==> config.mk <==
export PLATFORM = sky130hd
export DESIGN_NAME = regfile_wb
export DESIGN_NICKNAME = d
export VERILOG_FILES = /design/src/rtl/regfile_wb.sv
export SDC_FILE = /design/constraint.sdc
export NUM_CORES = 1
export LEC_CHECK = 0
export ABC_AREA = 0
export BUFFER_PORTS_ARGS = -buffer_cell sky130_fd_sc_hd__buf_2
export CAP_MARGIN = 20
export CORE_ASPECT_RATIO = 0.9
export CORE_MARGIN = 4
export CORE_UTILIZATION = 49
export DETAILED_ROUTE_END_ITERATION = 10
export GPL_ROUTABILITY_DRIVEN = 0
export HOLD_SLACK_MARGIN = 0.05
export PLACE_DENSITY = 0.82
export RECOVER_POWER = 100
export SETUP_SLACK_MARGIN = 0.3
export SLEW_MARGIN = 40
export SYNTH_ARGS = -nofsm -noshare
export SYNTH_HDL_FRONTEND = slang
export SYNTH_SLANG_ARGS = --single-unit
==> constraint.sdc <==
create_clock -name i_clk -period 2.3 [get_ports i_clk]
set_input_delay 0.23 -clock i_clk [delete_from_list [all_inputs] [get_ports i_clk]]
set_output_delay 0.23 -clock i_clk [all_outputs]
set_load 0.02 [all_outputs]
==> src/rtl/regfile_wb.sv <==
// Writeback stage for the register file's single write port.
// It arbitrates between the execute and load result channels and registers
// the winning result onto the write port. It also keeps a per-register
// pending scoreboard, and one cycle later re-presents each write as a bypass
// entry, because the register file's registered read returns stale data for
// a write made in the same cycle.
module regfile_wb #(
  parameter int XW = 32,
  parameter int CW = 32
) (
  input  logic          i_clk,
  input  logic          i_rst_n,
  input  logic          i_ex_valid,
  output logic          o_ex_ready,
  input  logic [4:0]    i_ex_rd,
  input  logic [XW-1:0] i_ex_data,
  input  logic          i_ld_valid,
  output logic          o_ld_ready,
  input  logic [4:0]    i_ld_rd,
  input  logic [XW-1:0] i_ld_data,
  input  logic          i_issue_valid,
  input  logic [4:0]    i_issue_rd,
  output logic [31:0]   o_busy,
  output logic          o_wr_en,
  output logic [4:0]    o_wr_addr,
  output logic [XW-1:0] o_wr_data,
  output logic          o_byp_valid,
  output logic [4:0]    o_byp_addr,
  output logic [XW-1:0] o_byp_data,
  output logic [CW-1:0] o_retire_cnt
);

  typedef enum logic {SRC_EX = 1'b0, SRC_LD = 1'b1} src_e;

  src_e          last_grant;
  logic          grant_ex;
  logic          grant_ld;
  logic          contended;
  logic          hs_p0;
  logic [4:0]    rd_p0;
  logic [XW-1:0] data_p0;
  logic [31:0]   busy_nxt;

  logic          wr_vld_p1;
  logic [4:0]    wr_addr_p1;
  logic [XW-1:0] wr_data_p1;
  logic          byp_vld_p2;
  logic [4:0]    byp_addr_p2;
  logic [XW-1:0] byp_data_p2;
  logic [31:0]   busy_q;
  logic [CW-1:0] retire_q;

  // Round-robin grant on contention; a lone valid channel always wins.
  always_comb begin
    grant_ex  = 1'b0;
    grant_ld  = 1'b0;
    contended = i_ex_valid & i_ld_valid;
    if (contended) begin
      if (last_grant == SRC_EX) grant_ld = 1'b1;
      else                      grant_ex = 1'b1;
    end else begin
      grant_ex = i_ex_valid;
      grant_ld = i_ld_valid;
    end
  end

  // Selected result for this cycle's handshake.
  always_comb begin
    hs_p0   = grant_ex | grant_ld;
    rd_p0   = grant_ld ? i_ld_rd   : i_ex_rd;
    data_p0 = grant_ld ? i_ld_data : i_ex_data;
  end

  // Scoreboard next state: clear on retire, then set on issue so a newer
  // pending instruction wins; x0 never waits on anything.
  always_comb begin
    busy_nxt = busy_q;
    if (hs_p0)         busy_nxt[rd_p0]      = 1'b0;
    if (i_issue_valid) busy_nxt[i_issue_rd] = 1'b1;
    busy_nxt[0] = 1'b0;
  end

  // Control state: arbitration history, scoreboard and retire counter.
  always_ff @(posedge i_clk or negedge i_rst_n) begin
    if (!i_rst_n) begin
      last_grant <= SRC_EX;
      busy_q     <= '0;
      retire_q   <= '0;
    end else begin
      if (contended) last_grant <= grant_ld ? SRC_LD : SRC_EX;
      busy_q <= busy_nxt;
      if (hs_p0) retire_q <= retire_q + CW'(1);
    end
  end

  // Stage p0 -> p1: register the accepted result onto the write port.
  always_ff @(posedge i_clk or negedge i_rst_n) begin
    if (!i_rst_n) begin
      wr_vld_p1  <= 1'b0;
      wr_addr_p1 <= '0;
      wr_data_p1 <= '0;
    end else begin
      wr_vld_p1 <= hs_p0 & (rd_p0 != 5'd0);
      if (hs_p0) begin
        wr_addr_p1 <= rd_p0;
        wr_data_p1 <= data_p0;
      end
    end
  end

  // Stage p1 -> p2: the write that landed last cycle becomes the bypass entry.
  always_ff @(posedge i_clk or negedge i_rst_n) begin
    if (!i_rst_n) begin
      byp_vld_p2  <= 1'b0;
      byp_addr_p2 <= '0;
      byp_data_p2 <= '0;
    end else begin
      byp_vld_p2  <= wr_vld_p1;
      byp_addr_p2 <= wr_addr_p1;
      byp_data_p2 <= wr_data_p1;
    end
  end

  assign o_ex_ready   = grant_ex;
  assign o_ld_ready   = grant_ld;
  assign o_busy       = busy_q;
  assign o_wr_en      = wr_vld_p1;
  assign o_wr_addr    = wr_addr_p1;
  assign o_wr_data    = wr_data_p1;
  assign o_byp_valid  = byp_vld_p2;
  assign o_byp_addr   = byp_addr_p2;
  assign o_byp_data   = byp_data_p2;
  assign o_retire_cnt = retire_q;

endmodule

# Word level (Yosys, flattened, before mapping)

Index checks and enable logic that the tools add are counted.

Word-level logic and storage cells: 36
Memories kept: 0
ROM bits: 0
Memory bits (writable): 0
Register bits after elaboration: 140
Latch bits: 0
Output and inout port bits: 142

Reduce and logical (&&, ||, !) cells: 3
Div/mod/pow operators: 0
Bitwise logic cells: 6
Mux-type cells: 13
Eq/ne operators: 0
Multipliers: 0
Magnitude comparators: 4
Shift operators: 0
Add/sub/neg operators: 1

Operators by type and width:

| operator                                             | count |
|---|---|
| two-way mux 32 bit                                   | 3 |
| adder 32 x 1 -> 32 bit (second input constant)       | 1 |
| bitwise AND 32 bit                                   | 1 |
| inverter 32 bit                                      | 1 |
| bitwise OR 32 bit                                    | 1 |
| < comparator 5 x 6 -> 1 bit (second input constant)  | 2 |
| demux 1 bit (select 5 bit)                           | 2 |
| >= comparator 5 x 1 -> 1 bit (second input constant) | 2 |
| two-way mux 1 bit                                    | 7 |
| two-way mux 5 bit                                    | 1 |
| nonzero test 5 bit                                   | 1 |
| bitwise AND 1 bit                                    | 2 |
| logical AND 1 bit                                    | 2 |
| bitwise OR 1 bit                                     | 1 |

# Longest topological paths before layout

Depth in word-level cells: 12
Gate-level depth with buffers: 8

# Worst setup path after synthesis

OpenSTA, ideal clock, no wires.

Path kind: reg2reg
Start point: reg last_grant
End point: reg busy_q[16] (netlist: o_busy[16])
Arrival time: 1811 ps
Library setup time: 134 ps
Stages on the path, launching flop included: 9
Path buffers: 3
Clock period less this slack: 1945 ps
Slack: 355 ps
Cells stage by stage: dfrtp_1 -> buf_4 -> a21bo_1 -> buf_6 -> inv_4 -> mux2_4 -> buf_6 -> o41ai_1 -> o21ai_1

Longest elaborated chain between the ends: 12

Ends and longest elaborated chain:

| element                                                                                           | line | RTL |
|---|---|---|
| start, declared                                                                                   | 35   | `src_e last_grant;` |
| start signal, assigned                                                                            | 90   | `if (contended) last_grant <= grant_ld ? SRC_LD : SRC_EX;` |
| two-way mux 1 bit (*)                                                                             | 59   | `if (last_grant == SRC_EX) grant_ld = 1'b1;` |
| two-way mux 1 bit (*)                                                                             | 58   | `if (contended) begin` |
| named net o_ld_ready                                                                              | 18   | `output logic o_ld_ready,` |
| two-way mux 5 bit                                                                                 | 70   | `rd_p0 = grant_ld ? i_ld_rd : i_ex_rd;` |
| < comparator 5 x 6 -> 1 bit (implied by the code) or >= comparator 5 x 1 -> 1 bit (tied branches) | 78   | `if (hs_p0) busy_nxt[rd_p0] = 1'b0;` |
| logical AND 1 bit (implied by the code)                                                           | 78   |  |
| two-way mux 1 bit (implied by the code)                                                           | 78   |  |
| demux 1 bit (select 5 bit)                                                                        | 78   |  |
| inverter 32 bit (no source line)                                                                  | --   |  |
| bitwise AND 32 bit (no source line)                                                               | --   |  |
| two-way mux 32 bit (*)                                                                            | 78   |  |
| bitwise OR 32 bit (no source line)                                                                | --   |  |
| two-way mux 32 bit (*)                                                                            | 79   | `if (i_issue_valid) busy_nxt[i_issue_rd] = 1'b1;` |
| named net busy_nxt[16]                                                                            | 42   | `logic [31:0] busy_nxt;` |
| end signal, assigned                                                                              | 91   | `busy_q <= busy_nxt;` |
| end, declared                                                                                     | 50   | `logic [31:0] busy_q;` |

Mark *: on every way through the listed nets, which the timed path passes. The rest lies on a longest branch.
A chain may end at the register's enable or synchronous reset.

# Final worst setup path

Start point: reg last_grant
End point: reg busy_q[16] (netlist: o_busy[16])

Longest elaborated chain between the ends: 12

Ends and longest elaborated chain:

| element                                                                                           | line |
|---|---|
| two-way mux 1 bit                                                                                 | 59 |
| two-way mux 1 bit                                                                                 | 58 |
| two-way mux 5 bit                                                                                 | 70 |
| < comparator 5 x 6 -> 1 bit (implied by the code) or >= comparator 5 x 1 -> 1 bit (tied branches) | 78 |
| logical AND 1 bit (implied by the code)                                                           | 78 |
| two-way mux 1 bit (implied by the code)                                                           | 78 |
| demux 1 bit (select 5 bit)                                                                        | 78 |
| inverter 32 bit (no source line)                                                                  | -- |
| bitwise AND 32 bit (no source line)                                                               | -- |
| two-way mux 32 bit (*)                                                                            | 78 |
| bitwise OR 32 bit (no source line)                                                                | -- |
| two-way mux 32 bit (*)                                                                            | 79 |
| named net busy_nxt[16]                                                                            | 42 |

Marked as above.

==> metrics.md <==
| Metric | Value |
|---|---|
| I/O pins | approximately 230 |
| Leakage | approximately 0.0034 uW |
| Fin util | between 60% and 70% |
| Largest net degree at the start of global routing | 75 |
| Routed Antenna Nets | 0 |
| 1st-iter DRT viols | roughly 500 |
| CTS buffer count | 17 |
| Syn_nets | 643 |
| Worst-path cell chain | a21bo_4 > clkbuf_1 > mux2_4 > o41ai_1 > o21ai_0 |
| Post-synthesis cell area | around 6000 um^2 |
| CTS H-Tree Depth | 4 |
| Die width | 124 um |
| Crit-path leading delay family | compound AO/OA/AOI/OAI gates |
| WL final | 18.2 mm |
| Final setup fails | 0 |
| Area leader, netlist | dfrtp_1 |
| Clk buf depth | 2 |
| Final period utilization | between 80 and 90% |
| Worst-margin pin slew | 890 ps |
| DP Wirelength | ~12 mm |
| Worst vdd ir | approximately 0.80 mV |
| Die area | about 14000 um^2 |
| CTS tree | yes |
| Max-cap violation count | 0 |
| WP buf/inv | 1 |
| Syn avg cell area | 10.7 um^2 |
| CP max stage delay | 430 ps |
| Pwr per Cell Area | around 1100 nW/um^2 |
| Vias per std cell | approximately 5.7 |
| Worst skew pair latency | 420 ps |
| Die height | between 100 and 150 um |
| Async set-or-reset flop fraction in the synthesized netlist | 100% |
| Top post-synthesis cells by area | dfrtp_1 59%, a31oi_1 3.6%, o22ai_1 3.4% |
| Clock Pin Slew Worst Setup and Hold Paths | ~60 ps |
| Crit-path slowest cell | mux2_4 |
| Fin. Hold Viols | 0 |
| Fillers | around 1000 |
| CP endpoint kind | flip-flop |
| GR Overflow Total | 0 |
| Most common cell after layout, fill and taps aside | clkbuf_1 |
| RSZ-0062 raised after global routing | yes |
| Yosys warning count | 0 |
| Synth cell types | just over 50 |
| Row count | 38 |
| Type of the worst setup path | flip-flop to flip-flop |
| Core Region | around 12000 um^2 |
| Tmin final | 2030 ps |
| All-layer global routing usage | between 20 and 30% |
| Wirelength per Cell | 19.1 um |
| Startpoint Class | flip-flop |
| Nets | 868 |
| Starting Density | roughly 50% |
| Number of flops mapped to enable cells by yosys | 0 |
| CP Data Arrival Time | approximately 2300 ps |
| Global-route wire length before repair | 29.0 mm |
| Power consumption | about 8700 uW |
| Clock Skews | approximately 6.2 ps |
| Max-slew violation count | 0 |
| Drc violations | 0 |
| Relative slew slack | 40.6% |
| Initial antenna violation count | 2 |
| Root Buffer | clkbuf_16 |
| WP data required | around 2600 ps |
| Leading cell types in the layout, fill and taps excluded | 142 x clkbuf_1, 140 x dfrtp_1, 81 x buf_2 |
| Number of iterations in the first detailed-routing pass | 5 |
| Hold Path Class | input port to flip-flop |
| Port Buffers | 224 |
| Prevailing post-synth register cell | dfrtp_1 |
| Share of the synthesized area in the top cell type | 58.5% |
| Vias in the first global route | between 5000 and 6000 |
| Fraction of layout cells with a size suffix above 1 | between 15 and 20% |
| FF+latch count, synth | 140 |
| DR vias | roughly 5500 |
| P&R area growth vs syn | 28.9% |
| # clock sinks | between 100 and 150 |
| Sequential fraction of the synthesis area | 58.5% |
| Status | finished, final reports clean |
| Max Freq | approximately 0.49 GHz |
| Cells after Synth | 558 |
| Setup TNS | 0 ps |
| CP Max Fanout | 15 |
| Diode count | 0 |
## per-layer routing
metal  GRT usage (%)  part of all wire [%]  vias up
li1                -                     -     2476
met3            8.73                   8.5       32
met5               0                  0.11        -
met1            32.3                    40     2661
met4            8.98                   1.8        4
met2            42.0                    50      293
## through the flow
| stage | std cells | cell area [um^2] | hold WS [ps] | worst slack, ps |
|---|---|---|---|---|
| floorplan | 558 | 5980 | -65.6 | 355 |
| global placement | 918 | 7230 | 249 | 271 |
| detailed placement | 919 | 7250 | 262 | 199 |
| CTS | 952 | 7860 | 77.5 | 304 |
| global route | 956 | 7710 | 89.8 | 159 |
| finish | 956 | 7710 | 95.7 | 272 |
## cell families after synthesis
logic type / Yosys count / share of synthesized area (%)
AND/OR/NAND/NOR: 142 / 11.8
adder cells (fa/ha/maj): 1 / 0.209
XOR/XNOR: 32 / 4.68
other: 1 / 0.0627
AO/OA/AOI/OAI: 166 / 17.9
buffers and inverters: 68 / 5.02
flip-flops: 140 / 58.5
multiplexers: 8 / 1.78
## worst paths after layout
path	from	to	slack, ps	cells past startpoint
max	last_grant	o_busy[16]	270	5
min	i_ex_data[27]	o_wr_data[27]	100	3
max reg2reg	last_grant	o_busy[16]	270	5
min reg2reg	o_wr_data[31]	o_byp_data[31]	400	0
max in group asynchronous	i_rst_n	o_byp_data[26]	700	3
min in group asynchronous	i_rst_n	o_byp_data[5]	350	2
## synthesized netlist by cell type, types with 2 or more instances
master and n:
a21oi_1 35, a31oi_1 34, and2_1 3, and3_1 5, buf_1 9, buf_4 3, buf_6 4, clkbuf_1 17
dfrtp_1 140, inv_1 33, mux2_4 2, mux2i_1 4, nand2_1 27, nand2b_1 2, nand3_1 10, nand3b_1 5
nand4_1 18, nor2_1 48, nor2b_1 5, nor3_1 7, nor4_1 2, o21ai_0 11, o21ai_1 12, o22ai_1 33
o2bb2ai_1 9, o41ai_1 23, or3_1 2, or3b_2 2, xnor2_1 23, xor2_1 9
## sequential cells by signal (all words and copies together), names as in the netlist
name and count:
o_busy 31, o_byp_addr 5, o_retire_cnt 32, o_wr_data 32, last_grant 1, o_byp_data 32
o_wr_addr 5, o_byp_valid 1, o_wr_en 1
## power by group
group	switching (uW)	leakage (uW)	total [uW]	internal, uW
registers	438	0.00168	3480	3040
logic	1750	0.00140	2480	740
clock network	1070	0.000285	2770	1700
total	3250	0.00336	8730	5480
## timing repair
item / CTS / global route
hold buffers: 1 / 0
buffers inserted: 0 / 4
gates resized for setup: 1 / 5
endpoints found under the setup margin: 5 / 13
pin swaps: 0 / 1
endpoints found under the hold margin: 63 / 0
gates cloned: 0 / 0
## cell type report
class	instances	area (um^2)	area share, %
Tap cell	160	200	2.60
Timing Repair Buffer	240	1060	13.8
Clock buffer	17	425	5.52
Multi-Input combinational cell	350	2210	28.7
Sequential cell	140	3500	45.4
Clock inverter	15	175	2.27
Inverter	34	130	1.69
## worst register-to-register path, cell delays in order, from the launching register on
cell      delay (ps)
dfrtp_1          400
a21bo_4          230
clkbuf_1         290
mux2_4           440
o41ai_1          380
o21ai_0          160
Note: power is estimated with default switching activity, not from simulation.
